`src/rtl/sync_period_timer.sv`:
```
// -----------------------------------------------------------------------------
// sync_period_timer
//
// Programmable period timer wrapped around a chain of preset-to-ones
// synchronous up-count cells. The chain is modelled here as a WIDTH-bit
// register whose carry-out (CI & all cells at one) marks the terminal count.
// Terminal count is turned into a reload of the counter, a registered
// one-cycle TC pulse and a sticky IRQ that only ACK or reset clears.
//
// Ports
//   CLK       in   system clock, all state changes on the rising edge
//   RESETL    in   synchronous active-low reset, overrides every other input
//   WR        in   write strobe for the reload register
//   DIN       in   reload value (WIDTH), used when WR=1
//   START     in   load counter from reload value and enter RUN (IDLE only)
//   STOP      in   return to IDLE holding the count; beats START and a wrap
//   ONESHOT   in   1 = drop back to IDLE after the first wrap
//   CI        in   count enable (prescaler tick)
//   ACK       in   clears IRQ (a simultaneous wrap keeps IRQ set)
//   Q         out  current count (WIDTH)
//   TC        out  one-cycle pulse in the cycle after a counted wrap
//   IRQ       out  sticky wrap flag
//   RUN       out  1 while the FSM is in RUN
//   DBG_STATE out  raw FSM state (0 = IDLE, 1 = RUN) for checkers
// -----------------------------------------------------------------------------
module sync_period_timer #(
  parameter int WIDTH = 16
) (
  input  logic             CLK,
  input  logic             RESETL,
  input  logic             WR,
  input  logic [WIDTH-1:0] DIN,
  input  logic             START,
  input  logic             STOP,
  input  logic             ONESHOT,
  input  logic             CI,
  input  logic             ACK,
  output logic [WIDTH-1:0] Q,
  output logic             TC,
  output logic             IRQ,
  output logic             RUN,
  output logic             DBG_STATE
);

  typedef enum logic {
    S_IDLE = 1'b0,
    S_RUN  = 1'b1
  } state_t;

  state_t           r_state;
  state_t           w_state_nxt;
  logic [WIDTH-1:0] r_q;
  logic [WIDTH-1:0] r_reload;
  logic [WIDTH-1:0] w_q_nxt;
  logic [WIDTH-1:0] w_reload_eff;
  logic             r_tc;
  logic             r_irq;
  logic             w_carry_out;
  logic             w_wrap;

  // A write in the same cycle as a load/reload is used immediately.
  assign w_reload_eff = WR ? DIN : r_reload;

  // Ripple carry out of the top cell: every cell is at one and CI is high.
  assign w_carry_out = CI & (&r_q);

  // Next-state and next-count. STOP is checked first so a wrap that
  // coincides with STOP is never counted (no reload, TC or IRQ).
  always_comb begin
    w_state_nxt = r_state;
    w_q_nxt     = r_q;
    w_wrap      = 1'b0;
    case (r_state)
      S_IDLE: begin
        if (START && !STOP) begin
          w_q_nxt     = w_reload_eff;
          w_state_nxt = S_RUN;
        end
      end
      S_RUN: begin
        if (STOP) begin
          w_state_nxt = S_IDLE;
        end else if (w_carry_out) begin
          w_wrap  = 1'b1;
          w_q_nxt = w_reload_eff;
          if (ONESHOT) begin
            w_state_nxt = S_IDLE;
          end
        end else if (CI) begin
          w_q_nxt = r_q + 1'b1;
        end
      end
      default: begin
        w_state_nxt = S_IDLE;
      end
    endcase
  end

  always_ff @(posedge CLK) begin
    if (!RESETL) begin
      r_state  <= S_IDLE;
      r_q      <= '1;
      r_reload <= '1;
      r_tc     <= 1'b0;
      r_irq    <= 1'b0;
    end else begin
      r_state <= w_state_nxt;
      r_q     <= w_q_nxt;
      r_tc    <= w_wrap;
      if (WR) begin
        r_reload <= DIN;
      end
      // Set beats clear when a wrap and ACK land on the same edge.
      if (w_wrap) begin
        r_irq <= 1'b1;
      end else if (ACK) begin
        r_irq <= 1'b0;
      end
    end
  end

  assign Q         = r_q;
  assign TC        = r_tc;
  assign IRQ       = r_irq;
  assign RUN       = (r_state == S_RUN);
  assign DBG_STATE = r_state;

endmodule

```
`config.mk`:
```
export PLATFORM = sky130hd
export DESIGN_NAME = sync_period_timer
export DESIGN_NICKNAME = d
export VERILOG_FILES = /design/src/rtl/sync_period_timer.sv
export SDC_FILE = /design/constraint.sdc
export NUM_CORES = 1
export LEC_CHECK = 0
export ABC_AREA = 0
export BUFFER_PORTS_ARGS = -buffer_cell sky130_fd_sc_hd__buf_4
export CORE_MARGIN = 2
export CORE_UTILIZATION = 56
export DETAILED_ROUTE_END_ITERATION = 12
export PLACE_DENSITY = 0.84
export SLEW_MARGIN = 20
export SYNTH_ARGS = -nofsm -noshare
export SYNTH_HDL_FRONTEND = slang
export SYNTH_SLANG_ARGS = --single-unit
```
`constraint.sdc`:
```
create_clock -name CLK -period 4 [get_ports CLK]
set_input_delay 0.2 -clock CLK [delete_from_list [all_inputs] [get_ports CLK]]
set_output_delay 0.2 -clock CLK [all_outputs]
set_load 0.02 [all_outputs]
```
Word level (Yosys, flattened, before mapping)
Index checks and enable logic that the tools add are counted.

Reduce and logical (&&, ||, !) cells: 5. Bitwise logic cells: 2. Add/subtract/negate cells: 1. Muxes and demuxes: 16. Eq/ne operators: 3.

Operator list (number): $mux W16 (5); $pmux W16 S2 (1); $add A16 B1 Y16 const B (1); $reduce_and A16 Y1 (1); $mux W1 (9); $ne A2 B2 Y1 const B (2); $ne A3 B2 Y1 const B (1); $reduce_and A3 Y1 (1); $pmux W1 S2 (1); $reduce_bool A2 Y1 (1); $and A1 B1 Y1 (1); $logic_and A1 B1 Y1 (1); $logic_not A1 Y1 (1); $not A1 Y1 (1).

Logic and storage cells: 32. Input bits: 24. Register bits after elaboration: 35.

Longest topological paths before layout
Gate-level depths: netlist of the first run.

Depth in word-level cells: 6. Gate-level depth with buffers: 8. Gate-level depth less buffers: 6.

Worst setup path after synthesis of the first run
OpenSTA, ideal clock, no wires.

Kind: register -> register. From: reg r_q[0] (netlist: Q[0]). To: reg r_q[9] (netlist: Q[9]). Library setup time: 0.066 ns. Data required time: 3.934 ns. Arrival time: 1.851 ns. Stages on the path, launching flop included: 9. Clock period less this slack: 1.917 ns. Path buffers: 2. Slack: 2.083 ns. Cells stage by stage: dfxtp_1 ha_1 nand4_1 o41a_1 buf_6 buf_6 nand4_1 o21ai_1 a21oi_2.

Cells in the longest elaborated chain, start to end: 5.

Ends and longest elaborated chain: start: declaration (RTL line 52) `logic [WIDTH-1:0] r_q;`; start signal: assignment (RTL line 108) `r_q <= w_q_nxt;`; $add A16 B1 Y16 / $reduce_and A16 Y1 (equally long branches) (RTL line 90, 65); $mux W16 / $and A1 B1 Y1 (equally long branches) (RTL line 89, 65); $mux W16 (RTL line 83) `end else if (w_carry_out) begin`; $mux W16 (RTL line 81) `if (STOP) begin`; $pmux W16 S2 (RTL line 73) `case (r_state)`.

Several ways; a longest one is shown, not always the timed one. The select of a mux whose other input is x is not followed. A chain may end at the register's enable or synchronous reset.

Worst setup path after layout of the first run
From: reg r_q[0] (netlist: Q[0]). To: reg r_q[14] (netlist: Q[14]).

The elaborated chain is that of the path after synthesis.

==> results of run 1 <==
## path summary, 6_finish.rpt
path	endpoint	slack, ps	depth (start not counted)
max	Q[14]	1610	6
min	TC	40	2
max reg2reg	Q[14]	1610	6
min reg2reg	r_reload[1]	480	2
## cells in the final DEF, fill, tap and decap left out, drive strengths merged, types with 2 or more instances in the layout
cell type and count:
a21oi 16, buf 43, dfxtp 35, nor2 15
and4 5, nand2 25, a211oi 2, nand4 7
inv 6, a31oi 2, nand2b 2, mux2i 21
nor3 6, and3 4, o21ai 12, o22ai 4
nor4 2, o32ai 2, or2 2, nand3 11
clkbuf 8
## flip-flops by register name (all words and copies together) (netlist names)
signal     count
DBG_STATE      1
TC             1
r_reload      16
IRQ            1
Q             16
## report_power, final
group	leakage [nW]	switching, mW	total, mW	internal (mW)
registers	0.288	0.0208	0.390	0.369
clock network	0.0386	0.111	0.215	0.103
logic	0.601	0.109	0.190	0.0809
## cell families (layout without fill, tap and decap cells)
kind of cell	count (synthesis)	after routing	synth area share
XOR/XNOR	1	1	0.005178
multiplexers	22	22	0.1309
flip-flops	35	35	0.4142
AO/OA/AOI/OAI	42	42	0.1509
adder cells (fa/ha/maj)	1	1	0.007395
buffers and inverters	20	57	0.05695
AND/OR/NAND/NOR	79	79	0.2345
## cell type report
| class | instances | area [sq um] | share of cell area |
|---|---|---|---|
| clock buffer | 8 | 68.82 | 0.03360 |
| inverter | 6 | 22.52 | 0.01100 |
| multi-input combinational | 145 | 894.6 | 0.4368 |
| sequential | 35 | 700.7 | 0.3421 |
| tap | 31 | 38.79 | 0.01894 |
| timing repair buffer | 43 | 322.8 | 0.1576 |
## cells in the mapped netlist, types with 4 or more instances
library cell / number / share of area
nand3_1: 11 / 0.033
nor2_1: 15 / 0.033
o21ai_0: 5 / 0.015
nand2_1: 25 / 0.055
o22ai_1: 4 / 0.015
nand4_1: 6 / 0.022
clkbuf_1: 8 / 0.018
o21ai_1: 7 / 0.021
and3_1: 4 / 0.015
and4_1: 5 / 0.026
a21oi_1: 14 / 0.041
inv_1: 6 / 0.013
dfxtp_1: 35 / 0.41
nor3_1: 5 / 0.015
mux2i_1: 21 / 0.12
## routing by layer
layer / track usage / vias up
met5: 0 / -
met4: 0.09091 / 0
met3: 0.07253 / 6
met2: 0.4270 / 82
met1: 0.3205 / 753
li1: - / 794
## worst max-delay path, stage by stage, from the launching register on
cell and delay, ps:
dfxtp_1 410, ha_1 260, nand4_1 220, o41a_1 670, nand2b_1 430, o32ai_1 230, a31oi_1 60
## through the flow
step                std cells  hold WS (ps)  utilization  setup WS, ps  power [mW]
CTS                       268         39.28       0.7302          1612      0.7974
global placement          260         400.1       0.7056          1733      0.5808
finish                    268         44.00       0.7302          1606      0.7949
detailed placement        260         408.0       0.7056          1626      0.5858
global route              268         30.65       0.7302          1384      0.8402
floorplan                 200         278.3            -          2083      0.5253
==> flow_summary.json, run 1 <==
{
  "drc": 4,
  "grt_max_degree": 30,
  "die-area_sq_mm": 0.003476,
  "place.gp.congestion": 0.9114,
  "ys_seq_elements": 35,
  "die_w_um": 58.96,
  "wirelength_um": 4064,
  "htree_levels": 2,
  "grt_pass1_vias": 1532,
  "fill_cells": 223,
  "grt_usage": 0.2579,
  "syn_nets": 225,
  "dp_hpwl_um": 2909,
  "area_growth_pct": 21.08,
  "drtIter0Drc": 129,
  "rsz0062_at_grt": "false",
  "postRouteAntennaNets": 0,
  "top_layer": "met4",
  "avgSynthCellArea_sq_um": 8.458,
  "fin_crit_sh": 0.5984,
  "clkSinkCount": 35,
  "slew_headroom": 0.4719,
  "tightest_slew_ps": 792.1,
  "cts-buffers-inserted": 5,
  "grt_antenna_before_repair": 0,
  "n_antenna_cell": 0,
  "root_buffer": "clkbuf_4",
  "crit_type": "reg -> reg",
  "clk_pin_slew_worst_paths_ps": 110,
  "avgRoutedWirePerCell_um": 15.16,
  "hold_class": "in -> reg",
  "dr.pass1.iters": 9,
  "fin_skew_ps": 13.02,
  "grt_pass1_wl_um": 6762,
  "hp-start": "STOP",
  "fin_crit_ps": 2394,
  "clockBufferDepth": 2,
  "viasPerCell": 6.101,
  "start_util": 0.6030,
  "setup_viol": 0,
  "power_density_mw_per_mm2": 388.1,
  "rows": 19,
  "postLayoutCellArea_sq_mm": 0.002048,
  "violations": "DRC",
  "cap_viol_max_count": 0,
  "worstSetupEndpointType": "register",
  "cellLeakagePower_nw": 0.9279,
  "yosysWarnings": 0,
  "peakVddDrop_mv": 0.2908,
  "async_reset_ff_frac": 0,
  "drv_slew": 0,
  "outcome": "complete, but fails checks",
  "cts_setup_buffers": 0,
  "wl_met2_um": 1969,
  "r2r-start": "Q[0]",
  "core-area_sq_mm": 0.002805,
  "place_area_sq_mm": 0.001979,
  "wl_met3_um": 366,
  "insertion_delay_ps": 340,
  "cts_tree": "done",
  "netlist_area_sq_mm": 0.001692,
  "arrival_ps": 2610,
  "hold_violations": 0,
  "cts-resized-gates": 0,
  "fmax_ghz": 0.4178,
  "synthDistinctLibCells": 35,
  "hold_buffers": 0,
  "drive_gt1_frac": 0.2278,
  "nets": 261,
  "synth_enable_flop_cells": 0,
  "synth-main-ff-cell": "dfxtp_1",
  "met1_length_um": 1689,
  "worst-path-max-fanout": 21,
  "io-pin-count": 44,
  "ys_seq_area_frac": 0.4142,
  "start_kind": "register",
  "startpoint": "Q[0]",
  "syn-instance-count": 200,
  "cp.required_ps": 4220,
  "portBuffers": 43,
  "setup_tns_ps": 0,
  "grt_overflow_total": 0,
  "dieHeight_um": 58.96,
  "vias": 1635
}
Note: power is estimated with default switching activity, not from simulation.
==> inputs of run 2 (changes only) <==
--- a/config.mk
+++ b/config.mk
@@ -8,9 +8,9 @@
 export ABC_AREA = 0
 export BUFFER_PORTS_ARGS = -buffer_cell sky130_fd_sc_hd__buf_4
 export CORE_MARGIN = 2
-export CORE_UTILIZATION = 56
+export CORE_UTILIZATION = 47
 export DETAILED_ROUTE_END_ITERATION = 12
-export PLACE_DENSITY = 0.84
+export PLACE_DENSITY = 0.75
 export SLEW_MARGIN = 20
 export SYNTH_ARGS = -nofsm -noshare
 export SYNTH_HDL_FRONTEND = slang
==> constraint.sdc (replaced) <==
create_clock -name CLK -period 2 [get_ports CLK]
set_input_delay 0.1 -clock CLK [delete_from_list [all_inputs] [get_ports CLK]]
set_output_delay 0.1 -clock CLK [all_outputs]
set_load 0.02 [all_outputs]
==> flow_summary.json, run 2 (same netlist as run 1, synthesis figures left out) <==
{
  "mostFrequentLayoutCells": "buf_4, dfxtp_1, nand2_1",
  "tightest_slew_ps": 608.7,
  "cp.required_ps": 2220,
  "clk_pin_slew_worst_paths_ps": 110,
  "fin_crit_ps": 1831,
  "critical-path-max-stage-delay_ps": 500,
  "worstPathCellList": "nand4_2 -> o41a_1 -> buf_4 -> mux2i_1 -> o22ai_1 -> nand2_1",
  "p_int_mw": 1.329,
  "grt_antenna_before_repair": 0,
  "cap_viol_max_count": 0,
  "switchingPower_mw": 0.5032,
  "grt_max_degree": 30,
  "fin_crit_sh": 0.9154,
  "avgRoutedWirePerCell_um": 13.87,
  "rsz0062_at_grt": "false",
  "drc": 0,
  "grt_usage": 0.2133,
  "portBuffers": 43,
  "postRouteAntennaNets": 0,
  "worstSetupEndpointType": "register",
  "rows": 21,
  "drv_slew": 0,
  "p_sw_frac": 0.2747,
  "clkSinkCount": 35,
  "p_seq_frac": 0.419,
  "htree_levels": 2,
  "fin_ws_ps": 169.1,
  "place_ws_ps": 171.3,
  "setup_tns_ps": 0,
  "grt_overflow_total": 0,
  "power_frac_comb": 0.240,
  "slew_headroom": 0.5942,
  "viasPerCell": 5.523,
  "nets": 284,
  "fmax_ghz": 0.5462,
  "crit_type": "reg -> reg",
  "r2r-end": "Q[6]",
  "r2r_slack_ps": 170,
  "final_common_cell": "buf_4",
  "wirelength_um": 4243,
  "crit_path_end": "Q[6]",
  "dieHeight_um": 64.00,
  "cellLeakagePower_nw": 1.044,
  "start_util": 0.4991,
  "insertion_delay_ps": 340,
  "worst-path-max-fanout": 13,
  "clockBufferDepth": 2,
  "timing.hold.ws_ps": 27.90,
  "cts_tree": "done",
  "peakVddDrop_mv": 0.5223,
  "n_antenna_cell": 0,
  "die_w_um": 64.00,
  "start_kind": "register",
  "clkPwrFrac": 0.340,
  "cts-buffers-inserted": 5,
  "postLayoutCellArea_sq_mm": 0.002305,
  "critPathSlowestCell": "o41a_1",
  "io-pin-count": 44,
  "drtIter0Drc": 124,
  "r2r-start": "Q[10]",
  "dr.pass1.iters": 4,
  "vias": 1690,
  "place.gp.congestion": 0.8785,
  "rr_worst_depth": 6,
  "fin_skew_ps": 9.239,
  "core-area_sq_mm": 0.003390,
  "place_area_sq_mm": 0.002081,
  "outcome": "finished clean",
  "startpoint": "Q[10]",
  "setup_viol": 0,
  "hold_class": "in -> reg",
  "arrival_ps": 2050,
  "root_buffer": "clkbuf_4",
  "grt_pass1_vias": 1547,
  "dp_hpwl_um": 2958,
  "grt_pass1_wl_um": 6893,
  "drive_gt1_frac": 0.2538,
  "hold_violations": 0,
  "area_growth_pct": 36.24,
  "power_density_mw_per_mm2": 794.8,
  "die-area_sq_mm": 0.004095
}
-- run 2: cell types whose count changed in the layout (fill, tap and decap cells not counted), sizes merged --
cell         previous run  this run
bufinv                  0         2
buf                    43        54
clkbuf                  8         6
dlygate4sd3             0        12
-- run 2: what timing repair did --
item | 4_1_cts | 5_1_grt
setup endpoints to repair | 0 | 1
buffers inserted | 0 | 0
hold buffers | 10 | 2
gates resized for setup | 0 | 1
hold endpoints to repair | 11 | 2
-- run 2: power groups by stage --
stage / clock, mW / sequential [mW] / combinational, mW
2_1_floorplan: 0 / 0.811 / 0.240
3_3_place_gp: 0 / 0.782 / 0.415
3_5_place_dp: 0 / 0.783 / 0.417
4_1_cts: 0.639 / 0.767 / 0.434
5_1_grt: 0.668 / 0.774 / 0.482
6_report: 0.624 / 0.768 / 0.440
-- run 2: final cells by class --
cell class | count | area (sq um)
Clock buffer | 6 | 41.29
Sequential cell | 35 | 700.7
Multi-Input combinational cell | 145 | 897.1
Fill cell | 297 | 1085
Tap cell | 46 | 57.56
Inverter | 6 | 22.52
Timing Repair Buffer | 66 | 525.5
Clock inverter | 2 | 60.06
-- run 2: worst min path at each step --
| stage | startpoint | end | depth (start not counted) |
|---|---|---|---|
| finish | DIN[14] | r_reload[14] | 3 |
| global route | DIN[14] | r_reload[14] | 3 |
| CTS | DIN[12] | r_reload[12] | 3 |
| detailed placement | STOP | DBG_STATE | 2 |
| global placement | STOP | DBG_STATE | 2 |
| floorplan | STOP | DBG_STATE | 1 |
-- run 2: stage by stage --
step	instances	utilization	total power, mW
final	306	0.6800	1.832
after global routing	306	0.6800	1.923
after CTS	304	0.6733	1.840
after detailed placement	286	0.6139	1.200
after global placement	286	0.6139	1.197
after floorplan	200	-	1.051
-- run 2: critical path, delay by kind of cell (launching register included) --
kind,cells,cell delay [ps]
mux,1,130
buf+inv,1,210
flops,1,450
compound gates,2,670
simple gates,2,250
-- run 2: metal layers --
metal | part of all wire | global-route usage
met4 | 0.016 | 0.07337
met1 | 0.44 | 0.2659
met2 | 0.47 | 0.3516
met5 | 0 | 0
met3 | 0.073 | 0.05986
==> inputs of run 3 (changes only) <==
--- a/config.mk
+++ b/config.mk
@@ -8,10 +8,8 @@
 export ABC_AREA = 0
 export BUFFER_PORTS_ARGS = -buffer_cell sky130_fd_sc_hd__buf_4
 export CORE_MARGIN = 2
-export CORE_UTILIZATION = 47
+export CORE_UTILIZATION = 37
 export DETAILED_ROUTE_END_ITERATION = 12
-export PLACE_DENSITY = 0.75
-export SLEW_MARGIN = 20
 export SYNTH_ARGS = -nofsm -noshare
 export SYNTH_HDL_FRONTEND = slang
 export SYNTH_SLANG_ARGS = --single-unit
==> constraint.sdc (replaced) <==
create_clock -name CLK -period 1.91 [get_ports CLK]
set_input_delay 0.0955 -clock CLK [delete_from_list [all_inputs] [get_ports CLK]]
set_output_delay 0.0955 -clock CLK [all_outputs]
set_load 0.02 [all_outputs]
==> flow_summary.json, run 3 (same netlist as run 1, synthesis figures left out) <==
{
  "rows": 24,
  "io-pin-count": 44,
  "hold_class": "in -> reg",
  "die-area_sq_mm": 0.005129,
  "p_seq_frac": 0.440,
  "fin_skew_ps": 5.122,
  "outcome": "finished clean",
  "dr.pass1.iters": 4,
  "mostFrequentLayoutCells": "buf_4, dfxtp_1, nand2_1",
  "wirelength_um": 4422,
  "start_kind": "register",
  "root_buffer": "clkbuf_8",
  "clkPwrFrac": 0.299,
  "finalPower_mw": 1.809,
  "grt_overflow_total": 0,
  "rr_worst_depth": 6,
  "portBuffers": 43,
  "grt_usage": 0.1856,
  "power_frac_comb": 0.261,
  "p_sw_frac": 0.3002,
  "worstSetupEndpointType": "register",
  "grt_pass1_wl_um": 7479,
  "clk_pin_slew_worst_paths_ps": 70,
  "switchingPower_mw": 0.5430,
  "worstPathCellList": "nand4_2 -> o41a_1 -> buf_4 -> and3_1 -> and4_1 -> nor3_2",
  "viasPerCell": 5.320,
  "die_w_um": 71.62,
  "place_ws_ps": 116.9,
  "clockBufferDepth": 2,
  "setup_tns_ps": 0,
  "cts_tree": "done",
  "cp.required_ps": 2120,
  "grt_antenna_before_repair": 0,
  "drtIter0Drc": 115,
  "min_delay_path_depth": 2,
  "power_density_mw_per_mm2": 802.0,
  "slew_headroom": 0.7353,
  "cap_viol_max_count": 0,
  "critPathSlowestCell": "o41a_1",
  "vias": 1644,
  "fill_cells": 447,
  "place_area_sq_mm": 0.002165,
  "fin_ws_ps": 123.0,
  "hold_violations": 0,
  "critical-path-max-stage-delay_ps": 480,
  "hold_buffers": 0,
  "cellLeakagePower_nw": 1.031,
  "fin_crit_sh": 0.9356,
  "timing.hold.ws_ps": 12.47,
  "worst-path-max-fanout": 4,
  "cts_setup_buffers": 0,
  "fin_crit_ps": 1787,
  "nets": 282,
  "rsz0062_at_grt": "false",
  "n_antenna_cell": 0,
  "start_util": 0.3858,
  "crit_type": "reg -> reg",
  "drc": 0,
  "area_growth_pct": 33.36,
  "avgRoutedWirePerCell_um": 14.31,
  "cts-buffers-inserted": 5,
  "postLayoutCellArea_sq_mm": 0.002256,
  "core-area_sq_mm": 0.004384,
  "setup_viol": 0,
  "grt_pass1_vias": 1580,
  "clkSinkCount": 35,
  "place.gp.congestion": 0.8537,
  "dieHeight_um": 71.62,
  "cts-resized-gates": 0,
  "peakVddDrop_mv": 0.4126,
  "grt_max_degree": 30,
  "dp_hpwl_um": 3254,
  "htree_levels": 2,
  "p_int_mw": 1.266,
  "fmax_ghz": 0.5596,
  "insertion_delay_ps": 280,
  "postRouteAntennaNets": 0,
  "final_common_cell": "buf_4",
  "tightest_slew_ps": 397.0,
  "arrival_ps": 2000,
  "drv_slew": 0,
  "drive_gt1_frac": 0.2996
}
==> run 3: worst max-delay path: cells and delay by family, from the launching register on <==
family	cells	cell delay, ps
buffers and inverters	1	160
flip-flops	1	400
AO/OA/AOI/OAI	1	480
AND/OR/NAND/NOR	4	680
==> run 3: area by class of cell <==
class	count	area [sq um]	area share
Clock buffer	6	82.58	0.03661
Clock inverter	1	5.005	0.002219
Inverter	6	22.52	0.009983
Multi-Input combinational cell	145	898.4	0.3982
Sequential cell	35	701.9	0.3111
Tap cell	52	65.06	0.02884
Timing Repair Buffer	64	480.5	0.2130
==> run 3: worst paths after layout <==
| path | endpoint | slack [ps] | startpoint |
|---|---|---|---|
| max | Q[15] | 120 | Q[12] |
| min | DBG_STATE | 10 | STOP |
| max reg2reg | Q[15] | 120 | Q[12] |
| min reg2reg | r_reload[5] | 470 | r_reload[5] |
==> run 3: power groups by stage <==
| stage | combinational [mW] | sequential, mW | clock [mW] |
|---|---|---|---|
| floorplan | 0.251 | 0.850 | 0 |
| global placement | 0.472 | 0.811 | 0 |
| detailed placement | 0.469 | 0.813 | 0 |
| CTS | 0.471 | 0.796 | 0.555 |
| global route | 0.522 | 0.801 | 0.584 |
| finish | 0.472 | 0.796 | 0.541 |
==> run 3: routing by layer <==
layer	track usage	up-vias	share of wire
li1	-	839	-
met1	0.2445	744	0.45
met2	0.2984	50	0.48
met3	0.04079	11	0.055
met4	0.06918	0	0.017
met5	0	-	0
==> run 3: stage by stage <==
stage | utilization | std cells
after floorplan | - | 200
after global placement | 0.4937 | 302
after detailed placement | 0.4937 | 302
after CTS | 0.5137 | 309
after global routing | 0.5146 | 309
final | 0.5146 | 309
